--- src/rtl/pc_sequencer.sv ---
// Fetch-address generator: architectural PC, EPC and a BOOT/RUN/HALT sequencer.
// Optional build macro PC_MISALIGN_TRAP_EN: misaligned branch targets trap instead of being masked.
module pc_sequencer #(
  parameter int unsigned XLEN         = 32,
  parameter logic [31:0] RESET_VECTOR = 32'h0000_0000,
  parameter logic [31:0] TRAP_VECTOR  = 32'h0000_0100,
  parameter int unsigned STEP         = 4
) (
  input  logic            i_clk,
  input  logic            i_reset,
  input  logic            i_fetch_ready,
  input  logic            i_pc_sel,
  input  logic [XLEN-1:0] i_wb,
  input  logic            i_trap,
  input  logic [XLEN-1:0] i_trap_pc,
  input  logic            i_mret,
  input  logic            i_halt,
  input  logic            i_resume,
  output logic [XLEN-1:0] o_pc,
  output logic            o_pc_valid,
  output logic [XLEN-1:0] o_pc_step,
  output logic [XLEN-1:0] o_epc,
  output logic            o_redirect,
  output logic            o_halted,
  output logic            o_misalign
);

  localparam logic [XLEN-1:0] ResetPc   = XLEN'(RESET_VECTOR);
  localparam logic [XLEN-1:0] TrapPc    = XLEN'(TRAP_VECTOR);
  localparam logic [XLEN-1:0] StepInc   = XLEN'(STEP);
  // Low bits that must be zero for an aligned fetch target (empty mask when STEP == 1).
  localparam logic [XLEN-1:0] AlignMask = XLEN'(STEP - 1);

  typedef enum logic [1:0] {
    StBoot,
    StRun,
    StHalt
  } state_e;

  state_e          state_q, state_d;
  logic [XLEN-1:0] pc_q, pc_d;
  logic [XLEN-1:0] epc_q, epc_d;
  logic            redirect_q, redirect_d;
  logic            misalign_q, misalign_d;
  logic            accept;

  assign accept    = (state_q == StRun) && i_fetch_ready;
  assign o_pc_step = pc_q + StepInc;

  always_comb begin
    state_d    = state_q;
    pc_d       = pc_q;
    epc_d      = epc_q;
    redirect_d = 1'b0;
    misalign_d = 1'b0;

    unique case (state_q)
      StBoot:  state_d = StRun;
      StRun:   if (i_halt) state_d = StHalt;
      StHalt:  if (i_resume) state_d = StRun;
      default: state_d = StBoot;
    endcase

    // BOOT ignores every request; redirects apply in both RUN and HALT.
    if (state_q != StBoot) begin
      if (i_trap) begin
        epc_d      = i_trap_pc;
        pc_d       = TrapPc;
        redirect_d = 1'b1;
      end else if (i_mret) begin
        pc_d       = epc_q;
        redirect_d = 1'b1;
      end else if (i_pc_sel) begin
        redirect_d = 1'b1;
`ifdef PC_MISALIGN_TRAP_EN
        if ((i_wb & AlignMask) != '0) begin
          epc_d      = pc_q;
          pc_d       = TrapPc;
          misalign_d = 1'b1;
        end else begin
          pc_d = i_wb;
        end
`else
        pc_d = i_wb & ~AlignMask;
`endif
      end else if (accept) begin
        pc_d = o_pc_step;
      end
    end
  end

  always_ff @(posedge i_clk or posedge i_reset) begin
    if (i_reset) begin
      state_q    <= StBoot;
      pc_q       <= ResetPc;
      epc_q      <= '0;
      redirect_q <= 1'b0;
      misalign_q <= 1'b0;
    end else begin
      state_q    <= state_d;
      pc_q       <= pc_d;
      epc_q      <= epc_d;
      redirect_q <= redirect_d;
      misalign_q <= misalign_d;
    end
  end

  assign o_pc       = pc_q;
  assign o_epc      = epc_q;
  assign o_pc_valid = (state_q == StRun);
  assign o_halted   = (state_q == StHalt);
  assign o_redirect = redirect_q;
  assign o_misalign = misalign_q;

endmodule

--- config.mk ---
export PLATFORM = sky130hd
export DESIGN_NAME = pc_sequencer
export DESIGN_NICKNAME = d
export VERILOG_FILES = /design/src/rtl/pc_sequencer.sv
export SDC_FILE = /design/constraint.sdc
export NUM_CORES = 1
export LEC_CHECK = 0
export BUFFER_PORTS_ARGS = -buffer_cell sky130_fd_sc_hd__buf_4
export CAP_MARGIN = 20
export CORE_UTILIZATION = 50
export DETAILED_ROUTE_END_ITERATION = 8
export GPL_ROUTABILITY_DRIVEN = 1
export PLACE_DENSITY = 0.83
export SETUP_SLACK_MARGIN = 0.4
export SYNTH_ARGS = -nofsm -noshare
export SYNTH_HDL_FRONTEND = slang
export SYNTH_SLANG_ARGS = --single-unit
--- constraint.sdc ---
create_clock -name i_clk -period 3 [get_ports i_clk]
set_clock_uncertainty 0.1 [all_clocks]
set_input_delay 0.15 -clock i_clk [delete_from_list [all_inputs] [get_ports i_clk]]
set_output_delay 0.15 -clock i_clk [all_outputs]
set_load 0.01 [all_outputs]
==> report_table.html <==
<table>
<tr><th>Metric</th><th>Value</th></tr>
<tr><th colspan="2">Timing</th></tr>
<tr><td>Number of pins exceeding their max-slew limit in the final report</td><td>0</td></tr>
<tr><td>Maximum frequency from static timing analysis</td><td>393 MHz</td></tr>
<tr><td>Count of final hold-check violations</td><td>0</td></tr>
<tr><td>Hold slack</td><td>14.9 ps</td></tr>
<tr><td>Final number of setup-violating endpoints</td><td>0</td></tr>
<tr><td>Actual slew at the worst max-slew pin</td><td>876 ps</td></tr>
<tr><td>Setup TNS</td><td>0 ps</td></tr>
<tr><td>Period utilization</td><td>84.8%</td></tr>
<tr><td>Unrepaired setup endpoints after global routing</td><td>yes</td></tr>
<tr><td>Worst relative slew slack</td><td>41.6%</td></tr>
<tr><td>Final critical-path setup slack</td><td>457 ps</td></tr>
<tr><td>Final critical-path required period</td><td>2540 ps</td></tr>
<tr><th colspan="2">GRT</th></tr>
<tr><td>Antenna violations before repair</td><td>0</td></tr>
<tr><td>GR Layer Usage met2</td><td>54.9%</td></tr>
<tr><td>Busiest layer in global routing</td><td>met2</td></tr>
<tr><td>Global-route wire length before repair</td><td>21.3 mm</td></tr>
<tr><td>Grt total ovfl</td><td>0</td></tr>
<tr><td>Number of global-route vias before repair</td><td>4309</td></tr>
<tr><td>Pin count of the biggest net entering global routing</td><td>68</td></tr>
<tr><td>M1 GR Usage</td><td>39.6%</td></tr>
<tr><td>GR met3 Demand/Resource</td><td>6.72%</td></tr>
<tr><td>Global-route usage over all layers</td><td>32.7%</td></tr>
<tr><th colspan="2">Die</th></tr>
<tr><td>Die boundary height</td><td>91.7 um</td></tr>
<tr><td>Num ports</td><td>172</td></tr>
<tr><td>Die X</td><td>91.7 um</td></tr>
<tr><td>Site Rows</td><td>32</td></tr>
<tr><td>Die outline area</td><td>8410 um^2</td></tr>
<tr><td>Area of the placeable core</td><td>7770 um^2</td></tr>
<tr><td>Initial core utilization</td><td>51.8%</td></tr>
<tr><th colspan="2">Pwr</th></tr>
<tr><td>Fraction of power consumed by combinational cells</td><td>50.4%</td></tr>
<tr><td>Net switching power of the design</td><td>2.29 mW</td></tr>
<tr><td>Cell-internal power</td><td>3.27 mW</td></tr>
<tr><td>Power share of the clock group</td><td>13.9%</td></tr>
<tr><td>Sw frac</td><td>41.2%</td></tr>
<tr><td>Pwr per Cell Area</td><td>930 nW/um^2</td></tr>
<tr><td>Proportion of power drawn by flip-flops and latches</td><td>35.8%</td></tr>
<tr><td>Max IR drop VDD</td><td>533 uV</td></tr>
<tr><td>Leakage Power</td><td>2.74 nW</td></tr>
<tr><th colspan="2">Cells and area</th></tr>
<tr><td>Core occupancy in the finished layout</td><td>76.9%</td></tr>
<tr><td>Post-synthesis to final-layout area growth</td><td>48.5%</td></tr>
<tr><td>Fill cell instance count of the final layout</td><td>544</td></tr>
<tr><td>Antenna cell count</td><td>0</td></tr>
<tr><td>Number of nets at the end of the flow</td><td>689</td></tr>
<tr><td>Post-route cell area</td><td>5970 um^2</td></tr>
<tr><td>Ratio of cells with drive above 1 in the final layout</td><td>40.5%</td></tr>
<tr><th colspan="2">Placed design</th></tr>
<tr><td>Pre-CTS WS</td><td>635 ps</td></tr>
<tr><td>Placer congestion estimate</td><td>0.910</td></tr>
<tr><td>IO buf count</td><td>168</td></tr>
<tr><td>Area post-placement</td><td>5330 um^2</td></tr>
<tr><td>Detailed-placement wirelength estimate</td><td>9.26 mm</td></tr>
<tr><th colspan="2">Synth</th></tr>
<tr><td>Post-synthesis register bit count</td><td>67</td></tr>
<tr><td>Top cells by count, synth</td><td>sky130_fd_sc_hd__dfrtp_1, sky130_fd_sc_hd__mux2_2, sky130_fd_sc_hd__nand2_1</td></tr>
<tr><td>Fraction of synthesized cell area taken by the top area cell type</td><td>41.7%</td></tr>
<tr><td>Most instantiated flip-flop cell in the synthesis netlist</td><td>sky130_fd_sc_hd__dfrtp_1</td></tr>
<tr><td>Async set or reset register ratio after synthesis</td><td>100%</td></tr>
<tr><td>Synth area leader</td><td>sky130_fd_sc_hd__dfrtp_1</td></tr>
<tr><td>Post-synth EDFFs</td><td>0</td></tr>
<tr><td>YS warnings</td><td>0</td></tr>
<tr><td>Dominant cells by area after synthesis</td><td>sky130_fd_sc_hd__dfrtp_1, sky130_fd_sc_hd__mux2_2, sky130_fd_sc_hd__xnor2_1</td></tr>
<tr><td>Post-synth cell types</td><td>58</td></tr>
<tr><td>Average footprint of a synthesized cell</td><td>9.67 um^2</td></tr>
<tr><td>Top-count cell post-synth</td><td>sky130_fd_sc_hd__dfrtp_1</td></tr>
<tr><td>Number of nets produced by synthesis</td><td>489</td></tr>
<tr><td>Share of synthesized area occupied by flip-flops and latches</td><td>41.7%</td></tr>
<tr><td>Cell count after synthesis</td><td>416</td></tr>
<tr><td>Post-synthesis instance area</td><td>4020 um^2</td></tr>
<tr><th colspan="2">Worst hold path</th></tr>
<tr><td>Min-delay worst type</td><td>input pin to register</td></tr>
<tr><th colspan="2">Clocking</th></tr>
<tr><td>Insertion delay to the later sink of the worst-skew pair</td><td>350 ps</td></tr>
<tr><td>Clock Tree Buf Depth</td><td>2</td></tr>
<tr><td>H-tree levels</td><td>3</td></tr>
<tr><td>Clock sinks</td><td>67</td></tr>
<tr><td>Buffer type at the clock tree root</td><td>sky130_fd_sc_hd__clkbuf_8</td></tr>
<tr><td>TritonCTS buffer count</td><td>9</td></tr>
<tr><td>Clock transition at the registers of the reported paths</td><td>70 ps</td></tr>
<tr><td>TritonCTS clock tree</td><td>yes</td></tr>
<tr><th colspan="2">Outcome</th></tr>
<tr><td>Result of the run</td><td>completed</td></tr>
<tr><th colspan="2">Setup path</th></tr>
<tr><td>Worst EP required</td><td>2750 ps</td></tr>
<tr><td>Worst Setup End Kind</td><td>output port</td></tr>
<tr><td>Sort of element at the start of the critical path</td><td>register</td></tr>
<tr><td>Top fanout value on the critical path</td><td>10</td></tr>
<tr><td>Setup CP Type</td><td>register to output port</td></tr>
<tr><td>Data arrival time of the worst path</td><td>2290 ps</td></tr>
<tr><th colspan="2">Detailed routing</th></tr>
<tr><td>DRC violations left</td><td>0</td></tr>
<tr><td>Detailed-route via count</td><td>4409</td></tr>
<tr><td>Detail-routed via count per cell</td><td>6.11</td></tr>
<tr><td>WL/cell</td><td>19.0 um</td></tr>
<tr><td>Number of design-rule violations left by the first detailed-router iteration</td><td>370</td></tr>
<tr><td>Final ANT Viol Nets</td><td>0</td></tr>
<tr><td>Post-Route WL</td><td>13.7 mm</td></tr>
<tr><td>Detailed Routing Iterations Pass 1</td><td>7</td></tr>
<tr><th colspan="2">Job</th></tr>
<tr><td>Max-cap violations</td><td>0</td></tr>
</table>
-- worst paths after layout --
check                                      start                    end  slack (ps)  cells past startpoint
max                         o_pc[11]$_DFFE_PP0P_          o_pc_step[27]         460                      5
min                                     i_wb[18]   o_pc[18]$_DFFE_PP0P_          10                      3
max reg2reg                  o_pc[4]$_DFFE_PP0P_   o_pc[29]$_DFFE_PP0P_         720                      5
min reg2reg                o_epc[16]$_DFFE_PP0P_  o_epc[16]$_DFFE_PP0P_         440                      1
max in group asynchronous                i_reset   o_pc[10]$_DFFE_PP0P_        1660                      4
min in group asynchronous                i_reset   o_epc[2]$_DFFE_PP0P_         520                      4
-- cells by family (layout without fill, tap and decap cells) --
family / count (synthesis) / count (layout) / share of synthesized area [%]
AOI/OAI and AO/OA: 110 / 110 / 18.3
DFF: 67 / 67 / 41.7
muxes: 37 / 37 / 10.2
buffers and inverters: 39 / 243 / 4.35
other: 1 / 1 / 0.0932
adders and majority gates: 1 / 1 / 0.311
xor gates and xnor gates: 26 / 26 / 5.66
and+or+nand+nor: 135 / 135 / 19.4
-- routing by layer --
layer / vias up / share of wire, %
met1: 2141 / 38
met5: - / 0
met3: 48 / 8.1
met2: 273 / 50
li1: 1947 / -
met4: 0 / 3.9
-- per-stage QoR --
stage          std cells  power, mW
2_1_floorplan        416       3.26
3_3_place_gp         663       4.57
3_5_place_dp         663       4.67
4_1_cts              714       5.49
5_1_grt              722       5.82
6_report             722       5.56
-- what timing repair did --
item                       CTS  global route
hold buffers                36             0
pin swaps                    2             3
gates resized for setup      5             5
hold endpoints to repair    43             0
setup endpoints to repair    8            10
buffers inserted             0             8
-- layout make-up --
cell class / count / area (um^2) / share of cell area, %
Multi-Input combinational cell: 310 / 2200 / 36.8
Clock inverter: 2 / 35.0 / 0.586
Inverter: 9 / 33.8 / 0.565
Sequential cell: 67 / 1680 / 28.2
Clock buffer: 13 / 159 / 2.66
Tap cell: 102 / 128 / 2.14
Timing Repair Buffer: 219 / 1730 / 29.0
-- state kept, by name, summed over array words and instances, names as in the netlist --
| signal | cells |
|---|---|
| o_epc | 32 |
| o_redirect | 1 |
| o_pc | 32 |
| state_q | 2 |
-- worst max-delay path, cell delays in order, from the launching register on --
cell and delay, ps:
sky130_fd_sc_hd__dfrtp_1 470, sky130_fd_sc_hd__nand4_4 260, sky130_fd_sc_hd__or4_4 610, sky130_fd_sc_hd__o21a_1 220
sky130_fd_sc_hd__or2_1 230, sky130_fd_sc_hd__buf_4 150
-- power by group through the flow --
stage               Combinational [mW]  Sequential [mW]  Clock [mW]
global placement                  2.65             1.92           0
floorplan                         1.32             1.94           0
detailed placement                2.72             1.96           0
finish                            2.80             1.99       0.772
global route                      2.97             2.05       0.806
CTS                               2.77             1.95       0.770
-- layout by cell type, fill, tap and decap left out, types with 10 or more instances in the layout --
master                          synthesis  routed
sky130_fd_sc_hd__nor3_1                14      14
sky130_fd_sc_hd__xnor2_1               16      16
sky130_fd_sc_hd__nand2_1               28      28
sky130_fd_sc_hd__o22ai_1               11      11
sky130_fd_sc_hd__buf_4                  3     183
sky130_fd_sc_hd__dlygate4sd3_1          0      36
sky130_fd_sc_hd__mux2_2                32      32
sky130_fd_sc_hd__dfrtp_1               67      61
sky130_fd_sc_hd__a21oi_1               15      15
sky130_fd_sc_hd__nand3_1               23      22
sky130_fd_sc_hd__xor2_1                10      10
sky130_fd_sc_hd__o21ai_0               25      25
sky130_fd_sc_hd__clkbuf_8               0      11
sky130_fd_sc_hd__nor2_1                23      22
(Power assumes the default switching activity.)
